--- src/rtl/cut_bist_pkg.sv ---
// Shared types and helpers for the CUT self-test controller: FSM state
// encoding, CUT bus widths, pattern count and the MISR feedback function.
package cut_bist_pkg;

    localparam int CUT_IN_W  = 3;
    localparam int CUT_OUT_W = 3;
    localparam int N_PAT     = 8;

    // Encoding is also what the dbg_state output reports.
    typedef enum logic [1:0] {
        ST_IDLE    = 2'd0,
        ST_SETTLE  = 2'd1,
        ST_CAPTURE = 2'd2,
        ST_DONE    = 2'd3
    } state_t;

    // One MISR step: s0'=s2^d0, s1'=s0^s2^d1, s2'=s1^d2.
    function automatic logic [CUT_OUT_W-1:0] misr_next(
        input logic [CUT_OUT_W-1:0] s,
        input logic [CUT_OUT_W-1:0] d
    );
        logic [CUT_OUT_W-1:0] n;
        n[0] = s[2] ^ d[0];
        n[1] = s[0] ^ s[2] ^ d[1];
        n[2] = s[1] ^ d[2];
        return n;
    endfunction

endpackage

--- src/rtl/cut_bist_misr.sv ---
// 3-bit multiple-input signature register. Reset and load both put the
// seed into the register; load wins over enable so a new run always starts
// from a known value.
module misr3
    import cut_bist_pkg::*;
(
    input  logic                 clk,
    input  logic                 rst,
    input  logic                 load,
    input  logic [CUT_OUT_W-1:0] seed,
    input  logic                 en,
    input  logic [CUT_OUT_W-1:0] d,
    output logic [CUT_OUT_W-1:0] q
);

    // Signature register: seed on reset/load, compress d when enabled, else hold.
    always_ff @(posedge clk) begin
        if (rst || load) begin
            q <= seed;
        end else if (en) begin
            q <= misr_next(q, d);
        end
    end

endmodule

--- src/rtl/cut_bist_ctrl.sv ---
// Self-test controller for a 3-input/3-output combinational CUT. Applies
// patterns 0..7 in order, lets each settle for SETTLE_CYC cycles (1..15),
// compresses the CUT response into a MISR on the capture cycle and compares
// the final signature against golden.
//
// Handshake: start is a request; a run is accepted only on a rising edge of
// start seen while IDLE with abort low, so a start level held through a whole
// run produces exactly one run. abort returns to IDLE from any busy state on
// the next edge, clears pass and freezes the signature. rst beats both.
module cut_bist_ctrl
    import cut_bist_pkg::*;
#(
    parameter int                   SETTLE_CYC = 1,
    parameter logic [CUT_OUT_W-1:0] MISR_SEED  = 3'b000
) (
    input  logic                 clk,
    input  logic                 rst,
    input  logic                 start,
    input  logic                 abort,
    input  logic [CUT_OUT_W-1:0] golden,
    output logic [CUT_IN_W-1:0]  cut_in,
    input  logic [CUT_OUT_W-1:0] cut_out,
    output logic                 busy,
    output logic                 done,
    output logic                 pass,
    output logic [CUT_OUT_W-1:0] signature,
    output logic [1:0]           dbg_state
);

    localparam logic [3:0]          SETTLE_LAST = 4'(SETTLE_CYC - 1);
    localparam logic [CUT_IN_W-1:0] PAT_LAST    = CUT_IN_W'(N_PAT - 1);

    state_t              state, state_nxt;
    logic [CUT_IN_W-1:0] pattern, pattern_nxt;
    logic [3:0]          cnt, cnt_nxt;
    logic                pass_r, pass_nxt;
    logic                start_q;
    logic                start_rise;
    logic                misr_load;
    logic                misr_en;

    assign start_rise = start && !start_q;

    // State, pattern, settle counter, pass flag and start history registers.
    always_ff @(posedge clk) begin
        if (rst) begin
            state   <= ST_IDLE;
            pattern <= '0;
            cnt     <= '0;
            pass_r  <= 1'b0;
            start_q <= 1'b0;
        end else begin
            state   <= state_nxt;
            pattern <= pattern_nxt;
            cnt     <= cnt_nxt;
            pass_r  <= pass_nxt;
            start_q <= start;
        end
    end

    // Next-state logic and MISR control.
    always_comb begin
        state_nxt   = state;
        pattern_nxt = pattern;
        cnt_nxt     = cnt;
        pass_nxt    = pass_r;
        misr_load   = 1'b0;
        misr_en     = 1'b0;
        case (state)
            ST_IDLE: begin
                if (start_rise && !abort) begin
                    state_nxt   = ST_SETTLE;
                    pattern_nxt = '0;
                    cnt_nxt     = '0;
                    pass_nxt    = 1'b0;
                    misr_load   = 1'b1;
                end
            end
            ST_SETTLE: begin
                if (abort) begin
                    state_nxt = ST_IDLE;
                    pass_nxt  = 1'b0;
                end else begin
                    cnt_nxt = cnt + 4'd1;
                    if (cnt == SETTLE_LAST) begin
                        state_nxt = ST_CAPTURE;
                    end
                end
            end
            ST_CAPTURE: begin
                if (abort) begin
                    state_nxt = ST_IDLE;
                    pass_nxt  = 1'b0;
                end else begin
                    misr_en = 1'b1;
                    if (pattern == PAT_LAST) begin
                        state_nxt = ST_DONE;
                    end else begin
                        state_nxt   = ST_SETTLE;
                        pattern_nxt = pattern + CUT_IN_W'(1);
                        cnt_nxt     = '0;
                    end
                end
            end
            ST_DONE: begin
                state_nxt = ST_IDLE;
                if (abort) begin
                    pass_nxt = 1'b0;
                end else begin
                    pass_nxt = (signature == golden);
                end
            end
            default: begin
                state_nxt = ST_IDLE;
            end
        endcase
    end

    misr3 u_misr (
        .clk  (clk),
        .rst  (rst),
        .load (misr_load),
        .seed (MISR_SEED),
        .en   (misr_en),
        .d    (cut_out),
        .q    (signature)
    );

    // Outputs decoded from registered state only.
    assign busy      = (state != ST_IDLE);
    assign done      = (state == ST_DONE);
    assign pass      = pass_r;
    assign cut_in    = ((state == ST_SETTLE) || (state == ST_CAPTURE)) ? pattern : '0;
    assign dbg_state = state;

endmodule

--- config.mk ---
export PLATFORM = sky130hd
export DESIGN_NAME = cut_bist_ctrl
export DESIGN_NICKNAME = d
export VERILOG_FILES = /design/src/rtl/cut_bist_pkg.sv /design/src/rtl/cut_bist_misr.sv /design/src/rtl/cut_bist_ctrl.sv
export SDC_FILE = /design/constraint.sdc
export NUM_CORES = 1
export LEC_CHECK = 0
export CAP_MARGIN = 30
export CORE_UTILIZATION = 48
export CTS_BUF_LIST = sky130_fd_sc_hd__clkbuf_16
export DETAILED_ROUTE_END_ITERATION = 7
export PLACE_DENSITY = 0.87
export SLEW_MARGIN = 20
export SYNTH_ARGS = -nofsm -noshare
export SYNTH_HDL_FRONTEND = slang
export SYNTH_SLANG_ARGS = --single-unit
--- constraint.sdc ---
create_clock -name clk -period 2.1 [get_ports clk]
set_input_delay 0.42 -clock clk [delete_from_list [all_inputs] [get_ports clk]]
set_output_delay 0.42 -clock clk [all_outputs]
set_load 0.02 [all_outputs]
Word-level counts from Yosys, hierarchy flattened
Index checks and enable logic that the tools add are counted.

storage, ports and cells
  latch bits = 0
  ROM bits = 0
  logic and storage cells = 63
  bits in writable memories = 0
  memories = 0
  input port bits = 10
  register bits after elaboration = 14

cells by class
  reductions and logical operators = 16
  $add $sub $neg = 2
  order comparisons = 0
  divide/modulo/power cells = 0
  shift operators = 0
  equal/unequal tests = 11
  multiply operators = 0
  bitwise logic cells = 4
  muxes and demuxes = 24

operators by type and width
  operator                                                                number
  4-bit 2-to-1 mux                                                        4
  3-bit 2-to-1 mux                                                        4
  4-bit case mux with 3 select lines                                      1
  2-bit 2-to-1 mux                                                        5
  2-bit != test (second input constant)                                   4
  2-bit case mux with 4 select lines                                      1
  1-bit 2-to-1 mux                                                        7
  3-bit case mux with 2 select lines                                      1
  5-bit AND reduction                                                     1
  4-bit by 1-bit adder with 4-bit output (second input constant)          1
  2-bit equality test (second input constant)                             2
  4-bit zero test                                                         1
  2-bit AND reduction                                                     2
  4-bit AND reduction                                                     1
  2-bit nonzero test                                                      2
  1-bit bitwise XOR                                                       4
  3-bit by 1-bit adder with 3-bit output (second input constant)          1
  3-bit equality test                                                     1
  3-bit equality test (second input constant)                             1
  3-bit != test (second input constant)                                   1
  1-bit case mux with 3 select lines                                      1
  3-bit nonzero test                                                      1
  2-bit by 1-bit equality test with 1-bit output (second input constant)  1
  1-bit logical AND                                                       2
  5 further kinds                                                         7

Longest topological paths before layout
  word-level depth = 6
  mapped depth = 7
  gate-level depth less buffers = 6

Cells and area by module
From an unflattened synthesis, not the netlist that was laid out.

unflattened totals
  cell total of the unflattened synthesis = 96
  area, all modules = 899.6 um^2

modules (own cells, without submodules)
  module         sequential area each (um^2)  area each (um^2)  instances  cells each
  cut_bist_ctrl  220.2                        726.9             1          82
  misr3          90.1                         172.7             1          14

Least setup slack after synthesis
OpenSTA, ideal clock, no wires.

  path kind = register to register
  start point = reg state[0] (netlist: dbg_state[0])
  end point = reg cnt[1]
  slack = 0.048 ns
  period minus slack after synthesis = 2.052 ns
  required time = 2.037 ns
  cell stages (with the launch flop) = 8
  library setup time = 0.063 ns
  data arrival time = 1.989 ns
  path buffers = 1
  path through = dfxtp_1 inv_1 ha_1 buf_6 o31a_1 a2111o_1 mux2_4 nor2_2

on the way
  longest elaborated chain between the ends = 3
  elaborated cells on any way between the ends = 10
  those cells by class = eq/ne (6); mux (1); reduce/logical (3)

RTL lines
  element                                                                       RTL line             RTL
  from (decl)                                                                   cut_bist_ctrl.sv:33  state_t state, state_nxt;
  from (signal assigned)                                                        cut_bist_ctrl.sv:53  state <= state_nxt;
  2-bit by 1-bit equality test with 1-bit output, or another cell as far along  cut_bist_ctrl.sv:69  case (state)
  2-bit != test (no line) or 3-bit nonzero test (tied branches)                 n/a
  5-bit AND reduction (no line)                                                 n/a
  to (signal assigned)                                                          cut_bist_ctrl.sv:55  cnt <= cnt_nxt;
  to (decl)                                                                     cut_bist_ctrl.sv:35  logic [3:0] cnt, cnt_nxt;

Parallel ways exist; a longest one is shown, timed or not.
A chain may end at the register's enable or synchronous reset.

Final worst setup path
  start point = reg state[0] (netlist: dbg_state[0])
  end point = out cut_in[0]

on the way
  longest elaborated chain between the ends = 3
  elaborated cells on any way between the ends = 4
  those cells by class = eq/ne (2); mux (1); reduce/logical (1)

RTL lines
  element                                                                                RTL line              RTL
  2-bit by 1-bit equality test with 1-bit output or 2-bit equality test (tied branches)  cut_bist_ctrl.sv:133  assign cut_in = ((state == ST_SETTLE) || (state == ST_CAPTURE)) ? pattern : '0;
  1-bit logical OR *                                                                     cut_bist_ctrl.sv:133
  3-bit 2-to-1 mux *                                                                     cut_bist_ctrl.sv:133
  to (decl)                                                                              cut_bist_ctrl.sv:21   output logic [CUT_IN_W-1:0] cut_in,

Every way passes the cells marked *; elsewhere a longest branch is shown, timed or not.

==> load_flow_metrics.sql <==
INSERT INTO impl_metrics (metric_group, metric, value, unit) VALUES
('run_status', 'run_status', 'finished, final reports clean', ''),
('synthesis', 'synth-simple-area-share', '23.3', '%'),
('final_layout', 'final_net_count', '142', ''),
('clock_tree', 'clkSlewWorstSetupHoldPaths', '50', 'ps'),
('routing', 'first_pass_iters', '4', ''),
('synthesis', 'post-synth-top-area-cell', 'sky130_fd_sc_hd__dfxtp_1', ''),
('clock_tree', 'clock-root-buffer', 'sky130_fd_sc_hd__clkbuf_16', ''),
('setup_path', 'setup.worst_path.end_class', 'output port', ''),
('power_and_ir_drop', 'power.leakage', '0.489', 'nW'),
('sta', 'worst-slew-pin-transition', '468', 'ps'),
('grt', 'grt_pass1_wl', '3.23', 'mm'),
('sta', 'fin_crit_share', '96.3', '%'),
('synthesis', 'ys_seq_elements', '14', ''),
('placement', 'input_output_buffers', '20', ''),
('floorplan', 'floorplan.die_area', '2020', 'sq um'),
('setup_path', 'nature_of_the_critical_path_startpoint', 'flop', ''),
('synthesis', 'netlist_instances', '97', ''),
('synthesis', 'dominantRegCellSynth', 'sky130_fd_sc_hd__dfxtp_1', ''),
('synthesis', 'netlist_top_cells_count', 'sky130_fd_sc_hd__dfxtp_1 (14), sky130_fd_sc_hd__ha_1 (9), sky130_fd_sc_hd__nor2_1 (9)', ''),
('sta', 'finalSetupViolations', '0', ''),
('grt', 'grt_max_degree', '9', ''),
('min_path', 'hold_start', 'pattern[1]', ''),
('routing', 'first_iter_violations', '9', ''),
('synthesis', 'synthDistinctLibCells', '30', ''),
('clock_tree', 'htree_num_levels', '1', ''),
('synthesis', 'yosys.area_share.adder', '12.7', '%'),
('clock_tree', 'clock_sinks', '14', ''),
('synthesis', 'syn-mean-instance-area', '9.15', 'sq um'),
('routing', 'route.detailed.drc', '0', ''),
('routing', 'wl_per_cell', '13.3', 'microns'),
('floorplan', 'num_rows', '15', ''),
('floorplan', 'io-pin-count', '21', ''),
('sta', 'rsz0062_at_grt', 'no', ''),
('synthesis', 'postSynthNetCount', '116', ''),
('synthesis', 'ys_top_cells_by_area', 'sky130_fd_sc_hd__dfxtp_1 (32%), sky130_fd_sc_hd__ha_1 (13%), sky130_fd_sc_hd__mux2i_1 (4.5%)', ''),
('power_and_ir_drop', 'ir_drop', '0.725', 'mV'),
('clock_tree', 'clk_path_buf_depth', '2', ''),
('synthesis', 'synth_compound_area_share', '15.1', '%'),
('final_layout', 'antenna_cells_inserted', '0', ''),
('setup_path', 'cp-startpoint', 'dbg_state[0]', ''),
('setup_path', 'timing_worst_setup_path_type', 'reg -> out', ''),
('final_layout', 'areaGrowthSynthToFinish', '36.0', '%'),
('sta', 'hold_ws', '493', 'ps'),
('clock_tree', 'cts.hold.buffers_added', '0', ''),
('grt', 'grt_antenna_before_repair', '0', ''),
('floorplan', 'floorplan_core_area', '1730', 'sq um'),
('clock_tree', 'cts_tree', 'yes', ''),
('synthesis', 'combinational_family_with_the_most_area_after_synthesis', 'simple AND/OR/NAND/NOR gates', ''),
('sta', 'setup_total_negative_slack', '0', 'ps'),
('final_layout', 'final_core_util', '69.9', '%'),
('synthesis', 'synth_xor_area_share', '6.91', '%'),
('sta', 'final.setup_skew', '1.69', 'ps'),
('synthesis', 'synth_warnings', '0', ''),
('sta', 'finalMaxSlewViolations', '0', ''),
('min_path', 'worst_hold_path_type', 'reg -> reg', ''),
('power_and_ir_drop', 'pwr_density_cell', '672', 'nW/um^2'),
('synthesis', 'postSynth.asyncResetShare', '0', '%'),
('setup_path', 'r2r-start', 'dbg_state[0]', ''),
('synthesis', 'ys_seq_area_share', '31.6', '%'),
('grt', 'grt_pass1_vias', '706', ''),
('routing', 'drt.antenna.violating_nets', '0', ''),
('routing', 'post_drt_via_cell_ratio', '5.20', ''),
('clock_tree', 'clock_insertion_delay_worst_skew', '240', 'ps'),
('sta', 'min_period', '2020', 'ps'),
('grt', 'grt_remaining_overflow', '0', ''),
('synthesis', 'post-synth-top-count-cell', 'sky130_fd_sc_hd__dfxtp_1', ''),
('setup_path', 'worst-endpoint-arrival', '1600', 'ps'),
('placement', 'global_placement_routability_congestion', '0.767', ''),
('synthesis', 'syn-cell-area', '887', 'sq um'),
('final_layout', 'drive_gt1_share', '10.7', '%'),
('setup_path', 'critPathRequiredTime', '1680', 'ps');
## path summary, 6_finish.rpt
kind / endpoint / slack [ps] / depth (start not counted)
max: cut_in[0] / 80 / 4
min: pattern[1] / 490 / 2
max reg2reg: cnt[1] / 100 / 6
min reg2reg: pattern[1] / 490 / 2
## report_power, final
part           internal, mW  switching (mW)
Clock                 0.252           0.111
Combinational        0.0818          0.0867
Sequential            0.273         0.00726
## metal layers
layer  share of wire [%]  routed length [microns]  GRT usage [%]  vias up
li1                    -                        -              -      384
met1                  47                      917           26.7      367
met4                 1.4                       28           9.09        0
met3                 2.8                       55           7.20        4
met5                   0                        0              0        -
met2                  49                      956           38.3       10
## area by class of cell
class | count | share of cell area [%]
multi-input cells | 75 | 47.4
flip-flops and latches | 14 | 23.2
repair buffers | 24 | 18.7
clock buffers | 3 | 6.22
well taps | 25 | 2.59
inverters | 5 | 1.56
clock inverters | 1 | 0.311
## cells in the final DEF (no fill, tap or decap)
cell type and instances:
sky130_fd_sc_hd__xor2_1 3, sky130_fd_sc_hd__dlygate4sd2_1 4, sky130_fd_sc_hd__mux2_4 1, sky130_fd_sc_hd__or3b_1 2
sky130_fd_sc_hd__nor2_1 9, sky130_fd_sc_hd__nand2_1 1, sky130_fd_sc_hd__and2_4 1, sky130_fd_sc_hd__and2_1 4
sky130_fd_sc_hd__nand2b_1 6, sky130_fd_sc_hd__clkinv_1 1, sky130_fd_sc_hd__inv_1 5, sky130_fd_sc_hd__nor3_1 1
sky130_fd_sc_hd__a2bb2oi_1 1, sky130_fd_sc_hd__nor2b_1 4, sky130_fd_sc_hd__o31a_1 1, sky130_fd_sc_hd__o21bai_1 1
sky130_fd_sc_hd__ha_2 1, sky130_fd_sc_hd__nor2_2 1, sky130_fd_sc_hd__a211oi_1 3, sky130_fd_sc_hd__a2111o_1 1
sky130_fd_sc_hd__clkbuf_16 3, sky130_fd_sc_hd__clkdlybuf4s50_1 16, sky130_fd_sc_hd__a2111oi_2 2, sky130_fd_sc_hd__nor4_1 1
sky130_fd_sc_hd__a21oi_1 7, sky130_fd_sc_hd__ha_1 8, sky130_fd_sc_hd__xnor2_1 4, sky130_fd_sc_hd__nor3b_1 1
sky130_fd_sc_hd__dfxtp_1 14, sky130_fd_sc_hd__nand3b_1 2, sky130_fd_sc_hd__nand3_1 3, sky130_fd_sc_hd__buf_4 4
sky130_fd_sc_hd__o21ai_1 2, sky130_fd_sc_hd__mux2i_1 4
## logic make-up (layout without fill, tap and decap cells)
kind of cell	Yosys count	after routing
AO/OA/AOI/OAI	18	18
XOR/XNOR	7	7
adder cells (fa/ha/maj)	9	9
buffers and inverters	8	33
flip-flops	14	14
multiplexers	5	5
AND/OR/NAND/NOR	36	36
## critical path: stages, from the launching register on
cell and delay (ps):
sky130_fd_sc_hd__dfxtp_1 410, sky130_fd_sc_hd__inv_1 120, sky130_fd_sc_hd__ha_1 350, sky130_fd_sc_hd__and2_1 170
sky130_fd_sc_hd__dlygate4sd2_1 310
## flip-flops by register name, indices dropped and copies added, names as in the netlist
name / flops
cnt: 4
dbg_state: 2
pass: 1
pattern: 3
start_q: 1
u_misr.q: 3
## through the flow
step | std cells | instance area (sq um) | setup slack, ps
floorplan | 97 | 887 | 48.2
global placement | 143 | 1130 | 68.7
detailed placement | 143 | 1130 | 23.2
CTS | 147 | 1200 | 75.3
global route | 147 | 1210 | 7.28
finish | 147 | 1210 | 78.7
## repair_timing
action	4_1_cts	5_1_grt
setup endpoints to repair	4	1
pin swaps	0	0
setup buffers	0	0
gates resized for setup	4	1
Note: power is estimated with default switching activity, not from simulation.
